<file path="config.mk">
export PLATFORM = sky130hd
export DESIGN_NAME = shift_reg_seq_ctrl_flat
export DESIGN_NICKNAME = d
export VERILOG_FILES = /design/src/rtl/shift_reg_seq_ctrl_if.sv /design/src/rtl/shift_reg_seq_ctrl.sv /design/src/flat_wrapper.sv
export SDC_FILE = /design/constraint.sdc
export NUM_CORES = 1
export LEC_CHECK = 0
export ABC_AREA = 1
export BUFFER_PORTS_ARGS = -buffer_cell sky130_fd_sc_hd__buf_2
export CAP_MARGIN = 15
export CORE_UTILIZATION = 48
export CTS_CLUSTER_SIZE = 20
export DETAILED_ROUTE_END_ITERATION = 6
export GPL_ROUTABILITY_DRIVEN = 0
export GPL_TIMING_DRIVEN = 0
export PLACE_DENSITY = 0.89
export REMOVE_ABC_BUFFERS = 1
export SLEW_MARGIN = 20
export SYNTH_ARGS = -nofsm -noshare
export SYNTH_HDL_FRONTEND = slang
export SYNTH_SLANG_ARGS = --single-unit
export TNS_END_PERCENT = 100
</file>
<file path="constraint.sdc">
create_clock -name clk -period 2 [get_ports clk]
set_input_delay 0.6 -clock clk [delete_from_list [all_inputs] [get_ports clk]]
set_output_delay 0.6 -clock clk [all_outputs]
set_load 0.05 [all_outputs]
</file>
<file path="src/rtl/shift_reg_seq_ctrl_if.sv">
// Command channel for shift_reg_seq_ctrl: one transfer per valid/ready handshake.
interface shift_reg_seq_ctrl_if #(
  parameter int unsigned SIZE  = 8,
  parameter int unsigned LEN_W = 4
);
  logic             cmd_valid;
  logic             cmd_ready;
  logic             cmd_dir;
  logic [LEN_W-1:0] cmd_len;
  logic [SIZE-1:0]  cmd_data;

  modport master (
    output cmd_valid, cmd_dir, cmd_len, cmd_data,
    input  cmd_ready
  );

  modport slave (
    input  cmd_valid, cmd_dir, cmd_len, cmd_data,
    output cmd_ready
  );
endinterface

</file>
<file path="src/rtl/shift_reg_seq_ctrl.sv">
// Sequencer for the universal shift register: LOAD -> N shifts -> DONE,
// capturing the final register contents into rx_data.
module shift_reg_seq_ctrl #(
  parameter int unsigned SIZE  = 8,
  parameter int unsigned LEN_W = 4
) (
  input  logic                clk,
  input  logic                rst,
  shift_reg_seq_ctrl_if.slave cmd,
  input  logic                abort,
  input  logic                ser_in,
  output logic [1:0]          sr_mode,
  output logic [SIZE-1:0]     sr_prl_in,
  output logic                sr_srl_in,
  input  logic [SIZE-1:0]     sr_out,
  output logic                busy,
  output logic                done,
  output logic                aborted,
  output logic [SIZE-1:0]     rx_data
);

  typedef enum logic [1:0] {IDLE, LOAD, SHIFT, DONE} state_t;

  state_t           state, state_nxt;
  logic [LEN_W-1:0] cnt;
  logic [LEN_W-1:0] len_q;
  logic [LEN_W-1:0] len_clamped;
  logic             dir;
  logic [SIZE-1:0]  data;
  logic             handshake;
  logic             abort_ok;

  assign handshake = cmd.cmd_valid && (state == IDLE);
  assign abort_ok  = abort && ((state == LOAD) || (state == SHIFT));

  // Zero or oversize lengths run a full-width transfer.
  assign len_clamped = ((cmd.cmd_len == '0) || (cmd.cmd_len > LEN_W'(SIZE)))
                       ? LEN_W'(SIZE) : cmd.cmd_len;

  always_ff @(posedge clk or posedge rst) begin
    if (rst) begin
      state   <= IDLE;
      cnt     <= '0;
      len_q   <= '0;
      dir     <= 1'b0;
      data    <= '0;
      rx_data <= '0;
      aborted <= 1'b0;
    end else begin
      state   <= state_nxt;
      aborted <= abort_ok;
      case (state)
        IDLE: begin
          if (handshake) begin
            dir   <= cmd.cmd_dir;
            data  <= cmd.cmd_data;
            len_q <= len_clamped;
          end
        end
        LOAD:    cnt     <= len_q;
        SHIFT:   cnt     <= cnt - LEN_W'(1);
        DONE:    rx_data <= sr_out;
        default: ;
      endcase
    end
  end

  always_comb begin
    state_nxt = state;
    case (state)
      IDLE:    if (handshake) state_nxt = LOAD;
      LOAD:    state_nxt = abort ? IDLE : SHIFT;
      SHIFT: begin
        if (abort)                   state_nxt = IDLE;
        else if (cnt == LEN_W'(1))   state_nxt = DONE;
      end
      DONE:    state_nxt = IDLE;
      default: state_nxt = IDLE;
    endcase
  end

  always_comb begin
    sr_mode   = 2'b00;
    sr_srl_in = 1'b0;
    case (state)
      LOAD:  sr_mode = 2'b11;
      SHIFT: begin
        sr_mode   = dir ? 2'b10 : 2'b01;
        sr_srl_in = ser_in;
      end
      default: ;
    endcase
  end

  assign sr_prl_in     = data;
  assign busy          = (state != IDLE);
  assign done          = (state == DONE);
  assign cmd.cmd_ready = (state == IDLE);

endmodule
</file>
<file path="src/flat_wrapper.sv">
// flat-port wrapper written by rule: the top's interface ports become plain ports
module shift_reg_seq_ctrl_flat 
#(
  parameter int unsigned SIZE  = 8,
  parameter int unsigned LEN_W = 4
)
  (clk, rst, abort, ser_in, sr_mode, sr_prl_in, sr_srl_in, sr_out, busy, done, aborted, rx_data, cmd_cmd_valid, cmd_cmd_dir, cmd_cmd_len, cmd_cmd_data, cmd_cmd_ready);
  shift_reg_seq_ctrl_if #(.SIZE(SIZE), .LEN_W(LEN_W)) cmd_i ();
  input  logic clk;
  input  logic rst;
  input  logic abort;
  input  logic ser_in;
  output logic [1:0] sr_mode;
  output logic [SIZE-1:0] sr_prl_in;
  output logic sr_srl_in;
  input  logic [SIZE-1:0] sr_out;
  output logic busy;
  output logic done;
  output logic aborted;
  output logic [SIZE-1:0] rx_data;
  input wire logic [$bits(cmd_i.cmd_valid)-1:0] cmd_cmd_valid;
  input wire logic [$bits(cmd_i.cmd_dir)-1:0] cmd_cmd_dir;
  input wire logic [$bits(cmd_i.cmd_len)-1:0] cmd_cmd_len;
  input wire logic [$bits(cmd_i.cmd_data)-1:0] cmd_cmd_data;
  output wire logic [$bits(cmd_i.cmd_ready)-1:0] cmd_cmd_ready;
  assign cmd_i.cmd_valid = cmd_cmd_valid;
  assign cmd_i.cmd_dir = cmd_cmd_dir;
  assign cmd_i.cmd_len = cmd_cmd_len;
  assign cmd_i.cmd_data = cmd_cmd_data;
  assign cmd_cmd_ready = cmd_i.cmd_ready;
  shift_reg_seq_ctrl #(.SIZE(SIZE), .LEN_W(LEN_W)) u_core (.clk(clk), .rst(rst), .cmd(cmd_i), .abort(abort), .ser_in(ser_in), .sr_mode(sr_mode), .sr_prl_in(sr_prl_in), .sr_srl_in(sr_srl_in), .sr_out(sr_out), .busy(busy), .done(done), .aborted(aborted), .rx_data(rx_data));
endmodule
</file>
# Word level (Yosys, flattened, before mapping)

Cells that the tools add are included.

Register bits after elaboration: 28
Bits of input ports: 26
Output and inout port bits: 23
Word-level logic and storage cells: 35

$add $sub $neg: 1
Magnitude comparators: 1
Equality and inequality tests: 6
Multiplexer cells: 10
Reductions and logical operators: 10

Operators with widths:

| kind                                                                    | number |
|---|---|
| 2-bit 2-to-1 mux                                                        | 5 |
| 2-bit one-hot mux with 4 select lines                                   | 1 |
| 4-bit one-hot mux with 2 select lines                                   | 1 |
| 2-bit == test, second input constant                                    | 2 |
| 4-bit by 1-bit == test with 1-bit output, second input constant         | 1 |
| 4-bit > comparator, second input constant                               | 1 |
| 4-bit zero test                                                         | 1 |
| 4-bit 2-to-1 mux                                                        | 1 |
| 2-bit one-hot mux with 2 select lines                                   | 1 |
| 2-bit AND reduction                                                     | 2 |
| 2-bit nonzero test                                                      | 2 |
| 4-bit by 1-bit subtractor with 4-bit output, second input constant      | 1 |
| 3-bit inequality test, second input constant                            | 1 |
| 2-bit by 1-bit == test with 1-bit output, second input constant         | 1 |
| 1-bit logical AND                                                       | 2 |
| 2-bit zero test                                                         | 1 |
| 1-bit logical OR                                                        | 2 |
| 2-bit by 1-bit inequality test with 1-bit output, second input constant | 1 |
| 1-bit 2-to-1 mux                                                        | 1 |

# Longest topological paths before layout

Depth after elaboration: 4
Gate-level depth with buffers: 8
Depth with buffers taken out: 8

# Least setup slack after synthesis

Ideal clock, no wire load.

Path type: reg2out
From: register u_core.state[0]
To: output sr_mode[1]
Data arrival time: 2083 ps
Data required time: 1400 ps
Slack: -683 ps
Cell stages (with the launch flop): 5
Path buffers: 0
Cells stage by stage: dfrtp_1 > inv_1 > ha_1 > inv_1 > a211oi_1

Cells in the longest elaborated chain, start to end: 2
Elaborated cells between the ends (all ways): 3
Those cells by class: eq/ne (2); mux (1)

Ends and longest elaborated chain:

| what                                                                             | RTL line                 | source |
|---|---|---|
| start: declaration                                                               | shift_reg_seq_ctrl.sv:24 | `state_t state, state_nxt;` |
| start signal: assignment                                                         | shift_reg_seq_ctrl.sv:50 | `state <= state_nxt;` |
| 2-bit == test / 2-bit by 1-bit == test with 1-bit output (equally long branches) | shift_reg_seq_ctrl.sv:85 | `case (state)` |
| 2-bit one-hot mux with 2 select lines (*)                                        | shift_reg_seq_ctrl.sv:85 |  |
| end: declaration                                                                 | flat_wrapper.sv:13       | `output logic [1:0] sr_mode;` |

Every way passes the cells marked *; elsewhere a longest branch is shown, timed or not.

# Worst setup path after layout

Same ends and word-level chain as after synthesis.

==> impl_results.md <==
* Outcome: finished with violations
* Failing checks: negative setup slack
* Later-pin clock latency in the skew report at about 0.31 ns
* Post-Synth Adder-Cell Area at a little under 7%
* Post-DP HPWL at 1.87 mm
* Area Growth Syn to Fin at 31.5%
* Final worst slack at -0.115 ns
* CP Max Fanout at 3
* Share of cells above drive strength 1 at just under 40%
* N_diodes at 0
* Synthesized area at 1300 µm²
* Standard-cell row count at 18
* Post-layout min period at 2.11 ns
* Initial antenna violation count at 0
* Area share of xor/xnor cells in the synthesized design at 0%
* HP Class: input port to asynchronous set/reset pin
* Worst-path clk slew at 0.14 ns
* Post-synth cell types at 16
* Post-synthesis simple-gate area fraction at 18.9%
* First-pass GRT wire length at around 4.2 mm
* Root buf cell: clkbuf_4
* Initial Util at 51.5%
* Layout Nets at 231
* CTS H-tree lvls at 1
* Fmax at around 0.47 GHz
* Endpoint arrival time on the critical path at 1.51 ns
* Kind of critical path: flop to output port
* Final Max Slew Viols at 0
* Core ar. at 2520 µm²
* DIE AREA at 2920 µm²
* DR WL/cell at 12.1 µm
* Setup violations, final at 2
* Hold-fix buffers, CTS at 0
* Yosys reg bits at 28
* Clock skew at about 0.0024 ns
* Largest family of logic cells by synthesized area: simple AND/OR/NAND/NOR gates
* Multiplexer share of the synthesized area at 6.93%
* DRT Wirelength at 2.73 mm
* Drc violations at 0
* Data required, critical path at 1.40 ns
* Post-layout util at 67.8%
* Final Hold Vio Count at 0
* Compound-gate portion of the synthesized area at 6.74%
* Die W at 54.0 µm
* Initial DRC count at 17
* Port Buffers at 48
* Worst-Margin Slew at about 0.58 ns
* Syn_area_per_cell at 9.09 µm²
* Ports at 49
* Unrepaired setup endpoints after global routing: true
* Fin crit share at 106%
* Clock sinks at 28
* Clock Path Buffers at 2
* Global route overflow at 0
* CTS tree: yes
* Chip height at 54.0 µm
* Post-Synthesis Cells at 143
* Vias in the first global route at roughly 980
* Slew headroom at 61.4%
* Maxcap violations at 0
* Post-DRT Antenna Nets at 0
* TritonCTS buffer count at 3
* Vias at 1102
* Largest net degree at the start of global routing at 29
* Total GRT Usage at 20.2%
* Pre-Repair DR Iteration Count at 4
* Seq/Total Area, Yosys at 53.9%
* Yosys warning count at 0
* Capturing element type of the critical path: output port
* CP Launch Type: flop
* Drt via density at ~4.9
-- sequential cells by signal, indices dropped and copies added, names as in the netlist --
signal            flops
u_core.rx_data        8
u_core.state          2
u_core.cnt            4
u_core.aborted        1
u_core.sr_prl_in      8
u_core.dir            1
u_core.len_q          4
-- critical path: stages, from the launching register on --
cell and delay, ns:
dfrtp_1 0.41, inv_2 0.09, ha_4 0.29, inv_4 0.04
a211oi_2 0.18, buf_6 0.19
-- timing repair --
item / in CTS / in global routing
pin swaps: 3 / 0
resized for setup: 16 / 7
setup buffers: 6 / 0
endpoints found under the setup margin: 6 / 5
-- cell usage after synthesis --
library cell,count,area [µm²]
nor2_1,11,41.3
a211oi_1,1,7.51
o21ai_0,8,40.0
nand2_1,43,161
dfrtp_1,28,701
buf_4,2,15.0
ha_1,7,87.6
o21ai_1,2,10.0
or2_1,1,6.26
nand2_2,1,6.26
nand3_1,5,25.0
buf_2,2,10.0
a21oi_1,6,30.0
inv_1,17,63.8
mux2_2,8,90.1
nor3_1,1,5.00
-- layer usage --
metal | global-route usage (%) | routed length, µm | vias to the layer above
met4 | 4.27 | 10 | 0
met5 | 0 | 0 | -
li1 | - | - | 554
met2 | 35.2 | 1430 | 43
met3 | 3.95 | 127 | 2
met1 | 25.9 | 1170 | 503
-- cell families after synthesis --
family                   Yosys count
AO/OA/AOI/OAI                     17
adder cells (fa/ha/maj)            7
buffers and inverters             21
flip-flops                        28
multiplexers                       8
AND/OR/NAND/NOR                   62
-- placed cells by master, fill, tap and decap left out, drive strengths merged --
master,n
a211oi,1
a21oi,6
buf,53
clkbuf,4
dfrtp,28
ha,7
inv,17
mux2,8
nand2,44
nand3,5
nor2,11
nor3,1
o21ai,10
or2,1
-- path summary, 6_finish.rpt --
path,start,to,slack [ns],cells past startpoint
setup / recovery,u_core.state[0],sr_mode[1],-0.11,5
hold / removal,rst,u_core.rx_data[3],0.32,2
setup reg to reg,u_core.state[0],u_core.len_q[0],0.39,6
hold reg to reg,u_core.len_q[1],u_core.len_q[1],0.50,2
max in group asynchronous,rst,u_core.sr_prl_in[0],1.30,2
min in group clk,cmd_cmd_data[7],u_core.sr_prl_in[7],0.47,3
-- per-stage QoR --
stage / worst slack, ns / hold slack, ns / instance area, µm² / cells / TNS (ns)
2_1_floorplan: -0.683 / 0.448 / 1270 / 139 / -0.933
3_3_place_gp: -0.0897 / 0.461 / 1550 / 217 / -0.0897
3_5_place_dp: -0.116 / 0.465 / 1550 / 217 / -0.116
4_1_cts: -0.0834 / 0.467 / 1680 / 226 / -0.140
5_1_grt: -0.182 / 0.365 / 1710 / 226 / -0.300
6_report: -0.115 / 0.323 / 1710 / 226 / -0.166
-- final cells by class --
cell class                 count  area (µm²)
timing repair buffer          54         313
clock buffer                   3        22.5
fill                         206         813
multi-input combinational     94         569
inverter                      17        66.3
sequential                    28         701
tap                           30        37.5
Power is not shown: default switching activity piles up to over one toggle a cycle in this logic, so the estimate is an artifact.
